<file path="config.mk">
export PLATFORM = sky130hd
export DESIGN_NAME = hack_cpu_ctrl_flat
export DESIGN_NICKNAME = d
export VERILOG_FILES = /design/src/rtl/hack_pkg.sv /design/src/rtl/hack_cpu_ctrl_if.sv /design/src/rtl/hack_alu.sv /design/src/rtl/hack_cpu_ctrl.sv /design/src/flat_wrapper.sv
export SDC_FILE = /design/constraint.sdc
export NUM_CORES = 1
export LEC_CHECK = 0
export BUFFER_PORTS_ARGS = -buffer_cell sky130_fd_sc_hd__buf_4
export CORE_MARGIN = 2
export CORE_UTILIZATION = 50
export DETAILED_ROUTE_END_ITERATION = 10
export HOLD_SLACK_MARGIN = 0.05
export PLACE_DENSITY = 0.72
export RECOVER_POWER = 50
export SLEW_MARGIN = 25
export SYNTH_ARGS = -nofsm -noshare
export SYNTH_HDL_FRONTEND = slang
export SYNTH_SLANG_ARGS = --single-unit
</file>
<file path="constraint.sdc">
create_clock -name clk -period 12.2 [get_ports clk]
set_input_delay 0.61 -clock clk [delete_from_list [all_inputs] [get_ports clk]]
set_output_delay 0.61 -clock clk [all_outputs]
set_load 0.01 [all_outputs]
</file>
<file path="src/rtl/hack_pkg.sv">
// Shared definitions for the Hack CPU control block: FSM states, instruction field
// positions, ALU comp opcodes and the jump-condition helper.
package hack_pkg;

  typedef enum logic [1:0] {
    StFetch = 2'd0,
    StExec  = 2'd1,
    StMemRd = 2'd2,
    StMemWr = 2'd3
  } state_e;

  // Instruction word field positions
  localparam int unsigned InstrTypeBit = 15;
  localparam int unsigned ABit         = 12;
  localparam int unsigned CompMsb      = 11;
  localparam int unsigned CompLsb      = 6;
  localparam int unsigned DestMsb      = 5;
  localparam int unsigned DestLsb      = 3;
  localparam int unsigned JumpMsb      = 2;
  localparam int unsigned JumpLsb      = 0;

  // Bit indices inside the 3-bit dest and jump fields
  localparam int unsigned DestA  = 2;
  localparam int unsigned DestD  = 1;
  localparam int unsigned DestM  = 0;
  localparam int unsigned JumpLt = 2;
  localparam int unsigned JumpEq = 1;
  localparam int unsigned JumpGt = 0;

  // comp = {zx, nx, zy, ny, f, no}; y is A or M depending on the a bit
  localparam logic [5:0] CompZero      = 6'b101010;
  localparam logic [5:0] CompOne       = 6'b111111;
  localparam logic [5:0] CompNegOne    = 6'b111010;
  localparam logic [5:0] CompD         = 6'b001100;
  localparam logic [5:0] CompY         = 6'b110000;
  localparam logic [5:0] CompNotD      = 6'b001101;
  localparam logic [5:0] CompDPlusOne  = 6'b011111;
  localparam logic [5:0] CompYMinusOne = 6'b110010;
  localparam logic [5:0] CompDPlusY    = 6'b000010;
  localparam logic [5:0] CompDMinusY   = 6'b010011;
  localparam logic [5:0] CompDAndY     = 6'b000000;
  localparam logic [5:0] CompDOrY      = 6'b010101;

  function automatic logic jump_taken(input logic [2:0] jump, input logic ng, input logic zr);
    return (jump[JumpLt] & ng) | (jump[JumpEq] & zr) | (jump[JumpGt] & ~ng & ~zr);
  endfunction

endpackage

</file>
<file path="src/rtl/hack_cpu_ctrl_if.sv">
// Fetch, data-memory and pc-control signals of the Hack CPU control block.
// master = control block, slave = ROM/RAM/pc environment.
interface hack_cpu_ctrl_if;
  logic [15:0] instr;
  logic        instr_valid;
  logic        instr_ready;
  logic [15:0] inM;
  logic        mem_ready;
  logic [14:0] addressM;
  logic [15:0] outM;
  logic        writeM;
  logic        readM;
  logic        pc_load;
  logic        pc_inc;
  logic [15:0] pc_in;

  modport master (
    input  instr, instr_valid, inM, mem_ready,
    output instr_ready, addressM, outM, writeM, readM, pc_load, pc_inc, pc_in
  );

  modport slave (
    output instr, instr_valid, inM, mem_ready,
    input  instr_ready, addressM, outM, writeM, readM, pc_load, pc_inc, pc_in
  );
endinterface

</file>
<file path="src/rtl/hack_alu.sv">
// Combinational Hack ALU: optional zero/negate of each input, add or and, optional
// negate of the result; carry discarded.
module hack_alu (
  input  logic [15:0] x,
  input  logic [15:0] y,
  input  logic        zx,
  input  logic        nx,
  input  logic        zy,
  input  logic        ny,
  input  logic        f,
  input  logic        no,
  output logic [15:0] out,
  output logic        zr,
  output logic        ng
);

  logic [15:0] x_z, x_n, y_z, y_n, res;

  always_comb begin
    x_z = zx ? 16'h0000 : x;
    x_n = nx ? ~x_z : x_z;
    y_z = zy ? 16'h0000 : y;
    y_n = ny ? ~y_z : y_z;
    res = f ? (x_n + y_n) : (x_n & y_n);
    out = no ? ~res : res;
    zr  = (out == 16'h0000);
    ng  = out[15];
  end

endmodule

</file>
<file path="src/rtl/hack_cpu_ctrl.sv">
// Hack CPU control: fetch/execute FSM with stalling memory read and write phases,
// A/D registers, and one pc load-or-increment pulse per instruction.
module hack_cpu_ctrl
  import hack_pkg::*;
(
  input  logic           clk,
  input  logic           reset,
  hack_cpu_ctrl_if.master bus
);

  state_e      state_q, state_d;
  logic [15:0] ir_q, ir_d;
  logic [15:0] a_q, a_d;
  logic [15:0] d_q, d_d;
  logic [15:0] opnd_q, opnd_d;
  logic        opnd_vld_q, opnd_vld_d;
  logic [14:0] addr_q, addr_d;
  logic [15:0] out_q, out_d;
  logic [15:0] tgt_q, tgt_d;
  logic        jmp_q, jmp_d;

  logic        is_c, a_sel, taken;
  logic [5:0]  comp;
  logic [2:0]  dest, jump;
  logic [15:0] alu_out;
  logic        alu_zr, alu_ng;
  logic        load_raw, inc_raw;

  assign is_c  = ir_q[InstrTypeBit];
  assign a_sel = ir_q[ABit];
  assign comp  = ir_q[CompMsb:CompLsb];
  assign dest  = ir_q[DestMsb:DestLsb];
  assign jump  = ir_q[JumpMsb:JumpLsb];

  hack_alu u_alu (
    .x  (d_q),
    .y  (a_sel ? opnd_q : a_q),
    .zx (comp[5]),
    .nx (comp[4]),
    .zy (comp[3]),
    .ny (comp[2]),
    .f  (comp[1]),
    .no (comp[0]),
    .out(alu_out),
    .zr (alu_zr),
    .ng (alu_ng)
  );

  assign taken = jump_taken(jump, alu_ng, alu_zr);

  always_comb begin
    state_d         = state_q;
    ir_d            = ir_q;
    a_d             = a_q;
    d_d             = d_q;
    opnd_d          = opnd_q;
    opnd_vld_d      = opnd_vld_q;
    addr_d          = addr_q;
    out_d           = out_q;
    tgt_d           = tgt_q;
    jmp_d           = jmp_q;
    load_raw        = 1'b0;
    inc_raw         = 1'b0;
    bus.instr_ready = 1'b0;
    bus.readM       = 1'b0;
    bus.writeM      = 1'b0;
    bus.pc_in       = a_q;

    case (state_q)
      StFetch: begin
        bus.instr_ready = 1'b1;
        if (bus.instr_valid) begin
          ir_d       = bus.instr;
          opnd_vld_d = 1'b0;
          state_d    = StExec;
        end
      end
      StExec: begin
        if (!is_c) begin
          a_d     = ir_q;
          inc_raw = 1'b1;
          state_d = StFetch;
        end else if (a_sel && !opnd_vld_q) begin
          addr_d  = a_q[14:0];
          state_d = StMemRd;
        end else begin
          // All results and the jump target come from the pre-instruction A and D
          if (dest[DestD]) d_d = alu_out;
          if (dest[DestA]) a_d = alu_out;
          addr_d = a_q[14:0];
          out_d  = alu_out;
          if (dest[DestM]) begin
            jmp_d   = taken;
            tgt_d   = a_q;
            state_d = StMemWr;
          end else begin
            load_raw = taken;
            inc_raw  = ~taken;
            state_d  = StFetch;
          end
        end
      end
      StMemRd: begin
        bus.readM = 1'b1;
        if (bus.mem_ready) begin
          opnd_d     = bus.inM;
          opnd_vld_d = 1'b1;
          state_d    = StExec;
        end
      end
      StMemWr: begin
        bus.writeM = 1'b1;
        bus.pc_in  = tgt_q;
        if (bus.mem_ready) begin
          load_raw = jmp_q;
          inc_raw  = ~jmp_q;
          state_d  = StFetch;
        end
      end
      default: state_d = StFetch;
    endcase
  end

  // A reset cycle aborts the instruction, so its pc pulse must not escape
  assign bus.pc_load  = load_raw & ~reset;
  assign bus.pc_inc   = inc_raw & ~reset;
  assign bus.addressM = addr_q;
  assign bus.outM     = out_q;

  always_ff @(posedge clk) begin
    if (reset) begin
      state_q    <= StFetch;
      ir_q       <= '0;
      a_q        <= '0;
      d_q        <= '0;
      opnd_q     <= '0;
      opnd_vld_q <= 1'b0;
      addr_q     <= '0;
      out_q      <= '0;
      tgt_q      <= '0;
      jmp_q      <= 1'b0;
    end else begin
      state_q    <= state_d;
      ir_q       <= ir_d;
      a_q        <= a_d;
      d_q        <= d_d;
      opnd_q     <= opnd_d;
      opnd_vld_q <= opnd_vld_d;
      addr_q     <= addr_d;
      out_q      <= out_d;
      tgt_q      <= tgt_d;
      jmp_q      <= jmp_d;
    end
  end

endmodule

</file>
<file path="src/flat_wrapper.sv">
// flat-port wrapper written by rule: the top's interface ports become plain ports
module hack_cpu_ctrl_flat import hack_pkg::*;
  (clk, reset, bus_instr, bus_instr_valid, bus_inM, bus_mem_ready, bus_instr_ready, bus_addressM, bus_outM, bus_writeM, bus_readM, bus_pc_load, bus_pc_inc, bus_pc_in);
  hack_cpu_ctrl_if bus_i ();
  input  logic clk;
  input  logic reset;
  input wire logic [$bits(bus_i.instr)-1:0] bus_instr;
  input wire logic [$bits(bus_i.instr_valid)-1:0] bus_instr_valid;
  input wire logic [$bits(bus_i.inM)-1:0] bus_inM;
  input wire logic [$bits(bus_i.mem_ready)-1:0] bus_mem_ready;
  output wire logic [$bits(bus_i.instr_ready)-1:0] bus_instr_ready;
  output wire logic [$bits(bus_i.addressM)-1:0] bus_addressM;
  output wire logic [$bits(bus_i.outM)-1:0] bus_outM;
  output wire logic [$bits(bus_i.writeM)-1:0] bus_writeM;
  output wire logic [$bits(bus_i.readM)-1:0] bus_readM;
  output wire logic [$bits(bus_i.pc_load)-1:0] bus_pc_load;
  output wire logic [$bits(bus_i.pc_inc)-1:0] bus_pc_inc;
  output wire logic [$bits(bus_i.pc_in)-1:0] bus_pc_in;
  assign bus_i.instr = bus_instr;
  assign bus_i.instr_valid = bus_instr_valid;
  assign bus_i.inM = bus_inM;
  assign bus_i.mem_ready = bus_mem_ready;
  assign bus_instr_ready = bus_i.instr_ready;
  assign bus_addressM = bus_i.addressM;
  assign bus_outM = bus_i.outM;
  assign bus_writeM = bus_i.writeM;
  assign bus_readM = bus_i.readM;
  assign bus_pc_load = bus_i.pc_load;
  assign bus_pc_inc = bus_i.pc_inc;
  assign bus_pc_in = bus_i.pc_in;
  hack_cpu_ctrl u_core (.clk(clk), .reset(reset), .bus(bus_i));
endmodule
</file>
* Word-level counts from Yosys, hierarchy flattened *
Index checks and enable logic that the tools add are counted.

word-level totals
  flip-flop bits (word level) = 115
  bits of input ports = 36
  output and inout bits = 52
  word-level logic and storage cells = 85

operators by class
  add/sub/neg operators = 1
  eq/ne operators = 8
  muxes and demuxes = 34
  bitwise gates (word level) = 18
  reduce and logical (&&, ||, !) cells = 14

operators by type and width
  cell                                           count
  2-to-1 mux 16 bit                              11
  NOT 16 bit                                     3
  adder 16 bit                                   1
  AND 16 bit                                     1
  logical NOT 16 bit                             1
  2-to-1 mux 1 bit                               13
  2-to-1 mux 2 bit                               6
  AND reduction 3 bit                            4
  inequality test 2 bit, second input constant   5
  case mux 2 bit (4 select lines)                1
  AND reduction 4 bit                            2
  AND 1 bit                                      6
  NOT 1 bit                                      6
  case mux 1 bit (2 select lines)                3
  AND reduction 2 bit                            3
  == test 2 bit, second input constant           2
  == test 2 x 1 -> 1 bit, second input constant  1
  logical NOT 2 bit                              1
  OR 1 bit                                       2
  nonzero test 2 bit                             1
  logical AND 1 bit                              1
  logical NOT 1 bit                              1

* Longest topological paths before layout *
  depth in word-level cells = 18
  mapped depth = 17
  mapped depth without buffers = 14

* Hierarchy *
From an unflattened synthesis, not the netlist that was laid out.

unflattened totals
  cells, all modules = 823
  area total of the unflattened synthesis = 6692.7 um^2

modules (own cells, without submodules)
  module         instances  cells each  area an instance (um^2)
  hack_cpu_ctrl  1          567         4760.8
  hack_alu       1          256         1931.9

* Worst setup path before layout *
Ideal clock, no wire load.

  kind = register to output
  start = register u_core.ir_q[12]
  end = output bus_pc_inc
  arrival = 4.152 ns
  slack = 7.438 ns
  cell stages (with the launch flop) = 18
  path buffers = 4
  path through = dfxtp_1 -> clkbuf_1 -> buf_1 -> mux2i_1 -> nor2_1 -> xor2_1 -> ha_1 -> buf_6 -> and3_1 -> buf_6 -> and3_4 -> a22o_1 -> o32a_1 -> xor2_1 -> mux2i_1 -> xnor2_1 -> nor3_1 -> a221o_1

on the way
  word-level cells in the longest chain between the ends = 18
  elaborated cells on any way between the ends = 25
  classes of those cells = add/sub (1); mux (9); bitwise (13); reduce/logical (2)

RTL lines
  element                                     line                  RTL
  start: declaration                          hack_cpu_ctrl.sv:12   logic [15:0] ir_q, ir_d;
  start signal: assignment                    hack_cpu_ctrl.sv:144  ir_q <= ir_d;
  2-to-1 mux 16 bit                           hack_cpu_ctrl.sv:37   .y (a_sel ? opnd_q : a_q),
  2-to-1 mux 16 bit                           hack_alu.sv:22        y_z = zy ? 16'h0000 : y;
  NOT 16 bit                                  hack_alu.sv:23        y_n = ny ? ~y_z : y_z;
  2-to-1 mux 16 bit                           hack_alu.sv:23
  adder 16 bit or AND 16 bit (tied branches)  hack_alu.sv:24        res = f ? (x_n + y_n) : (x_n & y_n);
  2-to-1 mux 16 bit                           hack_alu.sv:24
  NOT 16 bit                                  hack_alu.sv:25        out = no ? ~res : res;
  2-to-1 mux 16 bit                           hack_alu.sv:25
  [... 2 more ...]                            -
  OR 1 bit or AND 1 bit (tied branches)       hack_pkg.sv:45        return (jump[JumpLt] & ng) | (jump[JumpEq] & zr) | (jump[JumpGt] & ~ng & ~zr);
  OR 1 bit                                    hack_pkg.sv:45
  NOT 1 bit                                   hack_cpu_ctrl.sv:98   inc_raw = ~taken;
  2-to-1 mux 1 bit                            hack_cpu_ctrl.sv:92   if (dest[DestM]) begin
  2-to-1 mux 1 bit *                          hack_cpu_ctrl.sv:83   end else if (a_sel && !opnd_vld_q) begin
  2-to-1 mux 1 bit *                          hack_cpu_ctrl.sv:79   if (!is_c) begin
  case mux 1 bit (2 select lines) *           hack_cpu_ctrl.sv:69   case (state_q)
  AND 1 bit *                                 hack_cpu_ctrl.sv:126  assign bus.pc_inc = inc_raw & ~reset;
  end: declaration                            flat_wrapper.sv:17    output wire logic [$bits(bus_i.pc_inc)-1:0] bus_pc_inc;

Every way passes the cells marked *; elsewhere a longest branch is shown, timed or not.

* Worst setup path after layout *
Ends and elaborated chain as after synthesis.

==> flow_metrics.env <==
export IMPL_gp_congestion=0.927
export IMPL_pre_cts_ws_ns=6.89
export IMPL_area_growth_pct=17.0
export IMPL_p_leak_nw=2.95
export IMPL_routedWlPerCell_um=17.2
export IMPL_yosysWarnings=0
export IMPL_die_y_um=119
export IMPL_cp_arrival_ns=5.21
export IMPL_p_per_area_nw_per_um2=139
export IMPL_port_buffers=87
export IMPL_final_util=0.606
export IMPL_ir_drop_v=0.0000939
export IMPL_drt_iter0_drc=495
export IMPL_dpl_cell_area_um2=7230
export IMPL_fin_ws_ns=6.38
export IMPL_crit_end="bus_pc_inc"
export IMPL_std_cell_rows=41
export IMPL_wirelength_um=18800
export IMPL_cts_hold_buf=0
export IMPL_die_x_um=119
export IMPL_multi_input_area_um2=3980
export IMPL_num_vias=6158
export IMPL_slew_headroom=0.234
export IMPL_ys_ff_latch=115
export IMPL_cts_setup_buffers=0
export IMPL_synth_ff_type="dfxtp_1"
export IMPL_outcome="finished clean"
export IMPL_placed_cells=1060
export IMPL_n_antenna_cell=0
export IMPL_cts_root_buf="clkbuf_16"
export IMPL_whs_ns=0.432
export IMPL_initial_core_util=0.518
export IMPL_report_final_hold_viol_count=0
export IMPL_numCtsBuffers=17
export IMPL_fin_worst_skew_ns=0.0131
export IMPL_grt_pass1_vias=5745
export IMPL_cts_resized=0
export IMPL_clock_sinks=115
export IMPL_tritoncts="built"
export IMPL_nNetsFinal=960
export IMPL_final_layout_size_suffix_gt1_frac=0.131
export IMPL_htree_levels=4
export IMPL_finalNonFillerCells=1090
export IMPL_core_um2=12700
export IMPL_hp_class="in2reg"
export IMPL_async_reset_ff_frac=0
export IMPL_drt_pass1_iter_count=5
export IMPL_max_cap_viol_count=0
export IMPL_seq_area_frac_synth=0.350
export IMPL_r2r_start="u_core.ir_q[12]$_SDFFE_PP0P_"
export IMPL_worstSetupEndpointType="output pin"
export IMPL_reg2reg_setup_slack_ns=7.58
export IMPL_synth_distinct_cells=66
export IMPL_track_usage=0.272
export IMPL_layout_commonest_cell="nand2_1"
export IMPL_setup_viol=0
export IMPL_period_share=0.477
export IMPL_seq_area_um2=2300
export IMPL_grt_antenna_before_repair=0
export IMPL_n_fill_cell=1180
export IMPL_drc=0
export IMPL_synth_edf_count=0
export IMPL_detail_route_antenna_nets=0
export IMPL_netlist_area_um2=6590
export IMPL_syn_inst=859
export IMPL_syn_avg_cell_area_um2=7.67
export IMPL_worstReg2RegEnd="u_core.jmp_q$_SDFFE_PP0P_"
export IMPL_grt_max_degree=62
export IMPL_cp_start_kind="flop"
export IMPL_synth_fp_nets=912
export IMPL_crit_required_ns=11.59
export IMPL_dpl_hpwl_um=13000
export IMPL_ios=88
export IMPL_vias_per_cell=5.65
export IMPL_slew_violations=0
export IMPL_grt_first_pass_wirelength_um=30400
export IMPL_worstSetupStartpoint="u_core.ir_q[12]$_SDFFE_PP0P_"
export IMPL_total_power_mw=1.07
export IMPL_clkSlewWorstSetupHoldPaths_ns=0.06
export IMPL_insertion_delay_ns=0.43
export IMPL_dieArea_um2=14100
export IMPL_rsz0062_at_grt="false"
export IMPL_fmax_mhz=172
export IMPL_r2r_cells=14
export IMPL_cts_buffer_depth=2
export IMPL_min_period_ns=5.82
export IMPL_crit_fanout=20
export IMPL_design_area_um2=7700
export IMPL_final_cell_mix="nand2_1 (213), a21oi_1 (115), dfxtp_1 (114)"
export IMPL_grt_ovfl_total=0
export IMPL_tns_ns=0
export IMPL_path_class="reg2out"
export IMPL_worst_slew_pin_slew_ns=1.15
[logic make-up (layout without fill, tap and decap cells)]
kind of cell | after synthesis | after routing | synth area share
simple gates | 361 | 361 | 0.245
buf+inv | 72 | 131 | 0.0460
mux | 54 | 54 | 0.0861
xor+xnor | 44 | 44 | 0.0585
compound gates | 196 | 196 | 0.181
fa+ha+maj | 17 | 17 | 0.0334
flops | 115 | 115 | 0.350
[area by class of cell]
cell class                      count  area share
Clock inverter                     10      0.0206
Sequential cell                   115       0.299
Multi-Input combinational cell    672       0.517
Timing Repair Buffer               93      0.0736
Tap cell                          172      0.0279
Inverter                            8     0.00390
Clock buffer                       20      0.0580
[report_power, final]
part	switching (mW)	leakage, nW	internal [mW]
combinational	0.0888	1.73	0.0606
sequential	0.0177	0.931	0.384
clock	0.175	0.292	0.343
[Yosys cell counts, types with 7 or more instances]
library cell  count  area [um2]
nor2b_1           7        43.8
dfxtp_1         115        2300
xor2_1           19         166
a211oi_1         22         165
nand2_1         213         800
nor2_1           57         214
mux2_2           17         191
mux2i_1          35         350
clkbuf_1         50         188
xnor2_1          25         219
nor3_1           10        50.1
a21oi_1         116         581
inv_1             8        30.0
ha_1             16         200
a21o_1            8        60.1
and3_1           12        75.1
nand2b_1         23         144
o21ai_0          11        55.1
[per-layer routing]
layer  up-vias  part of all wire  GRT usage
li1       3039                 -          -
met1      2871              0.46      0.376
met2       216              0.45      0.403
met3        32             0.072     0.0743
met4         0             0.020     0.0997
met5         -                 0          0
[critical path: stages, from the launching register on]
cell and delay, ns:
dfxtp_1 0.98, mux2i_1 0.26, nor2_1 0.07, xor2_1 0.17, ha_1 0.30, fa_1 0.43
xnor2_1 0.17, a21oi_1 0.10, xnor2_1 0.32, o311ai_0 0.24, or4_4 0.55, nor4_2 0.28
nand4b_1 0.21, mux2i_2 0.23, a221o_1 0.34, buf_4 0.15
[flip-flops by register name (all words and copies together), names as in the netlist]
signal and cells:
u_core.bus.outM 16, u_core.opnd_q 16, u_core.a_q 16, u_core.opnd_vld_q 1
u_core.jmp_q 1, u_core.ir_q 16, u_core.bus.addressM 15, u_core.d_q 16
u_core.state_q 2, u_core.tgt_q 16
[worst min path at each step]
stage | from | to | slack, ns | depth (start not counted)
final | bus_instr[11] | u_core.ir_q[11]$_SDFFE_PP0P_ | 0.43 | 3
after global routing | bus_instr[13] | u_core.ir_q[13]$_SDFFE_PP0P_ | 0.43 | 3
after detailed placement | u_core.tgt_q[10]$_SDFFE_PP0P_ | u_core.tgt_q[10]$_SDFFE_PP0P_ | 0.44 | 2
after CTS | bus_instr[11] | u_core.ir_q[11]$_SDFFE_PP0P_ | 0.42 | 3
after floorplan | u_core.tgt_q[0]$_SDFFE_PP0P_ | u_core.tgt_q[0]$_SDFFE_PP0P_ | 0.43 | 2
after global placement | u_core.tgt_q[4]$_SDFFE_PP0P_ | u_core.tgt_q[4]$_SDFFE_PP0P_ | 0.44 | 2
No activity file was read; power rests on OpenSTA's default activity.
